**src/rtl/alu_pkg.sv**
```systemverilog
// Shared execute-stage definitions: ALU control codes, RV32 opcode and
// funct3/funct7 constants, the sequencer state enum and the decode record.
// The datapath ALU imports the same control codes.
package alu_pkg;

  typedef enum logic [3:0] {
    ALU_ADD = 4'b0000,
    ALU_SUB = 4'b0001,
    ALU_MUL = 4'b0010,
    ALU_NOP = 4'b1111
  } alu_ctrl_e;

  localparam logic [6:0] OP_R = 7'b0110011;
  localparam logic [6:0] OP_I = 7'b0010011;
  localparam logic [6:0] OP_B = 7'b1100011;

  localparam logic [2:0] F3_ADD = 3'b000;
  localparam logic [2:0] F3_BEQ = 3'b000;
  localparam logic [2:0] F3_BNE = 3'b001;

  localparam logic [6:0] F7_ADD = 7'b0000000;
  localparam logic [6:0] F7_SUB = 7'b0100000;
  localparam logic [6:0] F7_MUL = 7'b0000001;

  typedef enum logic [1:0] {
    ST_IDLE = 2'd0,
    ST_EXEC = 2'd1,
    ST_RESP = 2'd2
  } state_e;

  // Result of decoding one instruction.
  typedef struct packed {
    alu_ctrl_e ctrl;
    logic      use_imm;  // operand B is the immediate
    logic      is_br;    // BEQ or BNE
    logic      is_bne;
    logic      ill;
  } dec_t;

endpackage

```
**src/rtl/alu_issue_ctrl.sv**
```systemverilog
// Execute-stage sequencer in front of the datapath ALU.
// Ports:
//   clk, rst_n                 clock, synchronous active-low reset
//   in_valid/in_ready          instruction handshake (opcode, funct3, funct7,
//                              rs1_val, rs2_val, imm, pc)
//   alu_a, alu_b, alu_control  registered ALU operands and op code
//   alu_result, alu_zero       combinational ALU outputs
//   out_valid/out_ready        response handshake (out_result, branch_taken,
//                              branch_target, illegal)
module alu_issue_ctrl
  import alu_pkg::*;
#(
  parameter int XLEN    = 32,
  parameter int MUL_LAT = 3
) (
  input  logic            clk,
  input  logic            rst_n,
  input  logic            in_valid,
  output logic            in_ready,
  input  logic [6:0]      opcode,
  input  logic [2:0]      funct3,
  input  logic [6:0]      funct7,
  input  logic [XLEN-1:0] rs1_val,
  input  logic [XLEN-1:0] rs2_val,
  input  logic [XLEN-1:0] imm,
  input  logic [XLEN-1:0] pc,
  output logic [XLEN-1:0] alu_a,
  output logic [XLEN-1:0] alu_b,
  output logic [3:0]      alu_control,
  input  logic [XLEN-1:0] alu_result,
  input  logic            alu_zero,
  output logic            out_valid,
  input  logic            out_ready,
  output logic [XLEN-1:0] out_result,
  output logic            branch_taken,
  output logic [XLEN-1:0] branch_target,
  output logic            illegal
);

  localparam logic [3:0] MUL_LAST = 4'(MUL_LAT - 1);

  function automatic dec_t decode(input logic [6:0] op, input logic [2:0] f3,
                                  input logic [6:0] f7);
    dec_t d;
    d = '{ctrl: ALU_NOP, use_imm: 1'b0, is_br: 1'b0, is_bne: 1'b0, ill: 1'b1};
    if (op == OP_R && f3 == F3_ADD) begin
      if (f7 == F7_ADD)      d = '{ctrl: ALU_ADD, use_imm: 1'b0, is_br: 1'b0, is_bne: 1'b0, ill: 1'b0};
      else if (f7 == F7_SUB) d = '{ctrl: ALU_SUB, use_imm: 1'b0, is_br: 1'b0, is_bne: 1'b0, ill: 1'b0};
      else if (f7 == F7_MUL) d = '{ctrl: ALU_MUL, use_imm: 1'b0, is_br: 1'b0, is_bne: 1'b0, ill: 1'b0};
    end else if (op == OP_I && f3 == F3_ADD) begin
      d = '{ctrl: ALU_ADD, use_imm: 1'b1, is_br: 1'b0, is_bne: 1'b0, ill: 1'b0};
    end else if (op == OP_B && (f3 == F3_BEQ || f3 == F3_BNE)) begin
      d = '{ctrl: ALU_SUB, use_imm: 1'b0, is_br: 1'b1, is_bne: (f3 == F3_BNE), ill: 1'b0};
    end
    return d;
  endfunction

  state_e          state_q, state_d;
  logic [3:0]      cnt_q;
  logic [XLEN-1:0] alu_a_q, alu_b_q, tgt_q;
  alu_ctrl_e       ctrl_q;
  logic            is_br_q, is_bne_q, ill_ctx_q;
  logic [XLEN-1:0] res_q, btgt_q;
  logic            btaken_q, ill_q;
  dec_t            dec;
  logic            accept, exec_done;

  assign dec       = decode(opcode, funct3, funct7);
  assign accept    = (state_q == ST_IDLE) && in_valid;
  // MUL holds EXEC for MUL_LAT cycles; everything else for one.
  assign exec_done = (state_q == ST_EXEC) &&
                     (cnt_q == ((ctrl_q == ALU_MUL) ? MUL_LAST : 4'd0));

  always_ff @(posedge clk) begin
    if (!rst_n) state_q <= ST_IDLE;
    else        state_q <= state_d;
  end

  always_comb begin
    state_d = state_q;
    case (state_q)
      ST_IDLE: if (in_valid)  state_d = ST_EXEC;
      ST_EXEC: if (exec_done) state_d = ST_RESP;
      ST_RESP: if (out_ready) state_d = ST_IDLE;
      default:                state_d = ST_IDLE;
    endcase
  end

  always_comb begin
    in_ready  = (state_q == ST_IDLE);
    out_valid = (state_q == ST_RESP);
  end

  always_ff @(posedge clk) begin
    if (!rst_n) begin
      cnt_q     <= '0;
      alu_a_q   <= '0;
      alu_b_q   <= '0;
      ctrl_q    <= ALU_ADD;
      tgt_q     <= '0;
      is_br_q   <= 1'b0;
      is_bne_q  <= 1'b0;
      ill_ctx_q <= 1'b0;
      res_q     <= '0;
      btaken_q  <= 1'b0;
      btgt_q    <= '0;
      ill_q     <= 1'b0;
    end else if (accept) begin
      cnt_q     <= '0;
      alu_a_q   <= dec.ill ? '0 : rs1_val;
      alu_b_q   <= dec.ill ? '0 : (dec.use_imm ? imm : rs2_val);
      ctrl_q    <= dec.ctrl;
      tgt_q     <= dec.is_br ? (pc + imm) : '0;
      is_br_q   <= dec.is_br;
      is_bne_q  <= dec.is_bne;
      ill_ctx_q <= dec.ill;
    end else if (state_q == ST_EXEC) begin
      cnt_q <= cnt_q + 4'd1;
      if (exec_done) begin
        res_q    <= (is_br_q || ill_ctx_q) ? '0 : alu_result;
        btaken_q <= is_br_q && (is_bne_q ? !alu_zero : alu_zero);
        btgt_q   <= tgt_q;
        ill_q    <= ill_ctx_q;
      end
    end
  end

  assign alu_a         = alu_a_q;
  assign alu_b         = alu_b_q;
  assign alu_control   = ctrl_q;
  assign out_result    = res_q;
  assign branch_taken  = btaken_q;
  assign branch_target = btgt_q;
  assign illegal       = ill_q;

endmodule

```
**config.mk**
```make
export PLATFORM = sky130hd
export DESIGN_NAME = alu_issue_ctrl
export DESIGN_NICKNAME = d
export VERILOG_FILES = /design/src/rtl/alu_pkg.sv /design/src/rtl/alu_issue_ctrl.sv
export SDC_FILE = /design/constraint.sdc
export NUM_CORES = 1
export LEC_CHECK = 0
export BUFFER_PORTS_ARGS = -buffer_cell sky130_fd_sc_hd__buf_2
export CAP_MARGIN = 20
export CORE_MARGIN = 2
export CORE_UTILIZATION = 45
export CTS_BUF_LIST = sky130_fd_sc_hd__clkbuf_16
export DETAILED_ROUTE_END_ITERATION = 6
export GPL_TIMING_DRIVEN = 1
export PLACE_DENSITY = 0.75
export SYNTH_ARGS = -nofsm -noshare
export SYNTH_HDL_FRONTEND = slang
export SYNTH_SLANG_ARGS = --single-unit
```
**constraint.sdc**
```tcl
create_clock -name clk -period 2.8 [get_ports clk]
set_input_delay 0.56 -clock clk [delete_from_list [all_inputs] [get_ports clk]]
set_output_delay 0.56 -clock clk [all_outputs]
set_load 0.02 [all_outputs]
```
==> flow_summary.yaml, run 1 <==
routing:
  wire_per_inst_um: 15.2
  drt_first_pass_iters: 5
  route.vias.total: 7654
  drcViolationCount: 0
  routed_wl_um: 22300
  drt-vias-per-instance: 5.23
  drtAntennaViolNets: 0
  drtIter0Drc: 313
timing:
  setup_violations: 0
  max_slew_margin_pct: 46.6
  hold_viol_final: 0
  finalCritPeriodShare_pct: 85.5
  worst_pin_slew_ns: 0.795
  rsz0062_at_grt: "no"
  final_max_slew_viol_count: 0
  fin_skew_ns: 0.00840
  fmax_ghz: 0.418
  worst_slack_ns: 0.406
  period_needed_ns: 2.39
  setup_tns_ns: 0
setup_path:
  worst_setup_path_start_kind: "input port"
  end_kind: "flop"
  max_stage_delay_ns: 0.38
  critPathKind: "input port to flop"
  crit_chain: "buf_2 -> ha_1 -> inv_1 -> fa_1 -> nor2b_1 -> o2111ai_1 -> a21boi_2 -> o21bai_1 -> a21oi_1 -> a41oi_1 -> xor2_1 -> o21ai_1"
  path_max_fanout: 3
  required_ns: 3.15
  arrival_ns: 2.74
  critPathSlowestCell: "fa_1"
synth:
  ys.flop_type: "dfxtp_1"
  ys_ff_latch: 173
  synth.avg_cell_area_um2: 8.65
  synth_top_family_by_area: "compound AO/OA/AOI/OAI gates"
  synth_cells: 930
  async_flop_share_pct: 0
  synth_top_cell_by_area: "dfxtp_1"
  synth-simple-area-share_pct: 16.2
  synth_area_leaders: "dfxtp_1 43%, nand2_1 8.9%, a21boi_0 6.1%"
  yosysWarningCount: 0
  synth_cell_types: 59
  seq_area_frac_synth_pct: 43.1
  synth_top_area_share_pct: 43.1
  synth_fa_ha_area_share_pct: 5.23
  synth_xor_area_share_pct: 3.05
  synth_compound_area_share_pct: 24.6
  syn-cell-area_mm2: 0.00804
  synthMuxAreaShare_pct: 4.11
  syn_nets: 1145
  synth_edf_count: 0
grt:
  grt_max_degree: 99
  grt_pass1_wl_um: 34600
  antenna_found_initial: 0
  grt_usage_pct: 23.0
  grt_pass1_vias: 7125
  gr-total-overflow: 0
clock_tree:
  clockRootBuffer: "clkbuf_16"
  clock_sinks: 173
  clk_pin_slew_ns: 0.07
  post-cts-setup-buffer-count: 0
  cts_hold_buf: 0
  cts_tree: "built"
  cts_resized: 0
  cts_inserted_buffers: 17
  clk_path_buf_depth: 2
  htree_num_levels: 4
  insertion_delay_ns: 0.42
finish:
  finish.utilization_pct: 60.0
  final_area_mm2: 0.0104
  multi_input_area_mm2: 0.00429
  layout.nets: 1441
  regArea_mm2: 0.00346
  drive_gt1_share_pct: 31.0
  area_growth_pct: 29.5
  diodes: 0
  fillers: 1589
job:
  maxCapViolations: 0
placement:
  dp_slack_ns: 0.0120
  dpl_cell_area_mm2: 0.00987
  port_buffers: 317
  hpwl_um: 16800
  gp_congestion: 0.876
pwr:
  power_w: 0.00565
  ir_drop_mv: 0.407
  leakagePower_nw: 4.68
  power_density_mw_per_mm2: 542
die:
  die_w_um: 138
  initial_core_util_pct: 46.3
  placeableCoreArea_mm2: 0.0174
  dieArea_mm2: 0.0190
  rows: 48
  dieHeight_um: 138
  ios: 318
status:
  outcome: "finished, final reports clean"
hold_path:
  min_path_type: "input port to flop"
layout by cell type, fill, tap and decap left out, types with 3 or more instances in the layout:
cell type   instances
buf_2             317
nand2_1           189
dfxtp_1           173
a21boi_0           65
o21ai_0            61
nand3_1            45
a22o_1             34
mux2i_1            33
ha_1               32
a21oi_1            30
nor2_1             26
buf_4              22
xor2_1             19
clkbuf_16          17
a21o_1             16
o21ai_1            15
inv_1              11
xnor2_1             9
a31oi_1             9
nor3_1              9
o21a_1              8
nand4_1             7
nor2b_1             6
o31ai_1             6
o21bai_1            5
and3_1              4
a21boi_1            4
clkinvlp_4          4
nand2b_1            3
o211ai_1            3
a211oi_1            3
inv_6               3
cells in the mapped netlist, types with 3 or more instances:
cell type,count
a211oi_1,3
a21boi_0,65
a21boi_1,4
a21o_1,16
a21oi_1,30
a22o_1,34
a31oi_1,9
and3_1,4
buf_2,16
clkbuf_1,44
dfxtp_1,173
ha_1,32
inv_1,11
mux2i_1,33
nand2_1,190
nand2b_1,3
nand3_1,45
nand4_1,7
nor2_1,27
nor2b_1,7
nor3_1,10
o211ai_1,3
o21a_1,8
o21ai_0,61
o21ai_1,15
o21bai_1,5
o31ai_1,6
xnor2_1,9
xor2_1,19
worst max-delay path: cells and delay by family:
family / cells / cell delay (ns)
fa+ha+maj: 2 / 0.54
simple gates: 1 / 0.19
xor+xnor: 1 / 0.17
compound gates: 6 / 1.15
buf+inv: 2 / 0.15
area by class of cell:
type,instances,area share [%]
clock buffer,17,4.09
tap,225,2.70
multi-input combinational,682,41.2
inverter,11,0.397
timing repair buffer,341,17.2
sequential,173,33.3
clock inverter,14,1.17
routing by layer:
metal | track usage, % | wire, µm | vias to the layer above
li1 | - | - | 3866
met1 | 28.1 | 9540 | 3484
met5 | 0 | 0 | -
met2 | 39.1 | 10600 | 268
met3 | 5.33 | 1640 | 36
met4 | 8.99 | 538 | 0
flip-flops by register name (all words and copies together), names as in the netlist:
name	count
alu_b	32
alu_control	3
branch_target	32
out_result	32
branch_taken	1
tgt_q	32
cnt_q	4
is_br_q	1
state_q	2
is_bne_q	1
alu_a	32
illegal	1
kinds of logic (layout without fill, tap and decap cells):
kind of cell / after synthesis / in the layout
and+or+nand+nor: 304 / 304
AOI/OAI and AO/OA: 284 / 284
DFF: 173 / 173
buffers and inverters: 75 / 383
adders and majority gates: 33 / 33
muxes: 33 / 33
xor gates and xnor gates: 28 / 28
stage by stage:
stage	hold slack (ns)	cells
floorplan	0.425	930
global placement	0.430	1432
detailed placement	0.438	1432
CTS	0.333	1463
global route	0.327	1463
finish	0.348	1463
path summary, 6_finish.rpt:
| check | from | endpoint | slack [ns] | cells past startpoint |
|---|---|---|---|---|
| max | imm[0] | tgt_q[26]$_SDFFE_PN0P_ | 0.41 | 12 |
| min | rs1_val[2] | alu_a[2]$_SDFFE_PN0P_ | 0.35 | 2 |
| max reg2reg | alu_control[2]$_SDFFE_PN0P_ | branch_target[27]$_SDFFE_PN0P_ | 0.67 | 8 |
| min reg2reg | tgt_q[25]$_SDFFE_PN0P_ | tgt_q[25]$_SDFFE_PN0P_ | 0.45 | 2 |
power by group:
part,switching [W],internal (W)
sequential,0.0000229,0.00250
combinational,0.000534,0.000374
clock,0.000998,0.00122
Note: power is estimated with default switching activity, not from simulation.
==> run 2, diff against run 1 <==
CORE_UTILIZATION = 44   (was 45)
PLACE_DENSITY = 0.76   (was 0.75)
clock period = 1.95 ns   (was 2.8 ns; I/O delays follow)
==> run 2 against run 1 <==
Effect of this change: the flow now finishes with violations (negative setup slack); clock-buffer cell count did not move; critical endpoint is now tgt_q[18]$_SDFFE_PN0P_; hold slack worse by 0.18 ns; cell count grew 7.2%; largest power group unchanged; combinational power up 86%; critical path type unchanged; core utilization rose by 4.6 points.
==> flow_summary.yaml, run 2 (synthesis gave the netlist of run 1 again) <==
status:
  outcome: "finished with violations"
  violations: "negative setup slack"
pwr:
  p_int_w: 0.00632
  combinationalPowerShare_pct: 19.3
  seqPwrFrac_pct: 41.2
  leakagePower_nw: 5.24
  power_frac_clock_pct: 39.6
  power_density_mw_per_mm2: 757
  p_sw_share_pct: 28.0
  ir_drop_mv: 0.603
  p_switching_w: 0.00246
setup_path:
  critPathKind: "input port to flop"
  arrival_ns: 2.32
  path_max_fanout: 3
  critPathSlowestCell: "fa_2"
  max_stage_delay_ns: 0.34
  worst_setup_path_start_kind: "input port"
  end_kind: "flop"
  crit_chain: "buf_8 -> ha_4 -> inv_2 -> fa_2 -> nor2b_2 -> o2111ai_2 -> a21boi_2 -> buf_4 -> nor2_2 -> o21ai_2 -> a21oi_2 -> xnor2_1 -> o21ai_1"
  required_ns: 2.26
timing:
  setup_violations: 5
  setup_tns_ns: -0.181
  fmax_ghz: 0.497
  hold_viol_final: 0
  timing.hold.ws_ns: 0.173
  max_slew_margin_pct: 70.9
  final_max_slew_viol_count: 0
  period_needed_ns: 2.01
  rsz0062_at_grt: "yes"
  worst_pin_slew_ns: 0.437
  worst_slack_ns: -0.0617
  fin_skew_ns: 0.0102
  finalCritPeriodShare_pct: 103
die:
  dieArea_mm2: 0.0194
  dieHeight_um: 139
  ios: 318
  rows: 49
  placeableCoreArea_mm2: 0.0180
  initial_core_util_pct: 44.8
  die_w_um: 139
finish:
  layout_commonest_cell: "buf_2"
  finish.utilization_pct: 64.5
  diodes: 0
  final_cell_mix: "315 x buf_2, 188 x nand2_1, 173 x dfxtp_1"
  layout.nets: 1541
  drive_gt1_share_pct: 39.8
  instances_no_fill: 1568
  area_growth_pct: 44.2
grt:
  grt_usage_pct: 23.9
  grt_max_degree: 58
  grt_pass1_wl_um: 37700
  grt_pass1_vias: 7770
  antenna_found_initial: 0
  gr-total-overflow: 0
hold_path:
  min_path_type: "input port to flop"
routing:
  route.vias.total: 8205
  drt_first_pass_iters: 5
  drt-vias-per-instance: 5.23
  drcViolationCount: 0
  drtIter0Drc: 355
  drtAntennaViolNets: 0
  routed_wl_um: 24000
  wire_per_inst_um: 15.3
clock_tree:
  htree_num_levels: 4
  clk_path_buf_depth: 2
  cts_tree: "built"
  cts_hold_buf: 0
  cts_inserted_buffers: 17
  insertion_delay_ns: 0.43
  clk_pin_slew_ns: 0.07
  clock_sinks: 173
  clockRootBuffer: "clkbuf_16"
placement:
  hpwl_um: 18100
  gp_congestion: 0.870
  port_buffers: 317
  dp.cells: 1527
  dp_slack_ns: -0.482
job:
  maxCapViolations: 0
## run 2: layer usage
layer  wire length (µm)  vias to the layer above  track usage [%]
met5                  0                        -                0
met4                712                        0             10.7
met3               1320                       52             4.45
met2              11600                      300             40.3
met1              10400                     3787             29.7
li1                   -                     4066                -
## run 2: path summary, 6_finish.rpt
kind                                               end                    start  cells past startpoint  slack (ns)
worst max-delay path            tgt_q[18]$_SDFFE_PN0P_                   imm[0]                     13       -0.06
worst max register to register  tgt_q[31]$_SDFFE_PN0P_  state_q[1]$_SDFFE_PN0P_                      8        0.15
worst min-delay path             alu_a[3]$_SDFFE_PN0P_               rs1_val[3]                      2        0.17
worst min register to register  alu_b[27]$_SDFFE_PN0P_   alu_b[27]$_SDFFE_PN0P_                      2        0.45
## run 2: power groups by stage
stage	Sequential, W	Clock (W)	Combinational [W]
4_1_cts	0.00361	0.00354	0.00164
3_5_place_dp	0.00369	0	0.00161
5_1_grt	0.00361	0.00370	0.00184
3_3_place_gp	0.00369	0	0.00159
6_report	0.00361	0.00347	0.00169
2_1_floorplan	0.00374	0	0.000855
## run 2: worst max-delay path: cells and delay by family
| family | cells | cell delay (ns) |
|---|---|---|
| compound gates | 5 | 0.82 |
| xor+xnor | 1 | 0.17 |
| simple gates | 2 | 0.18 |
| buf+inv | 3 | 0.28 |
| fa+ha+maj | 2 | 0.49 |
## run 2: per-stage QoR
stage | instance area [µm²] | total power, W
after floorplan | 8290 | 0.00460
after global placement | 10800 | 0.00528
final | 11600 | 0.00878
after global routing | 11600 | 0.00916
after detailed placement | 10800 | 0.00530
after CTS | 11500 | 0.00879
## run 2: layout make-up
| cell class | instances | area [µm²] |
|---|---|---|
| Fill cell | 1536 | 6370 |
| Sequential cell | 173 | 3460 |
| Clock buffer | 17 | 425 |
| Timing Repair Buffer | 441 | 2610 |
| Inverter | 11 | 41.3 |
| Clock inverter | 15 | 174 |
| Multi-Input combinational cell | 682 | 4600 |
| Tap cell | 229 | 287 |
## run 2: repair_timing
action	in CTS	in global routing
gates resized for setup	4	21
endpoints found under the setup margin	6	19
pin swaps	4	20
buffers inserted	4	5
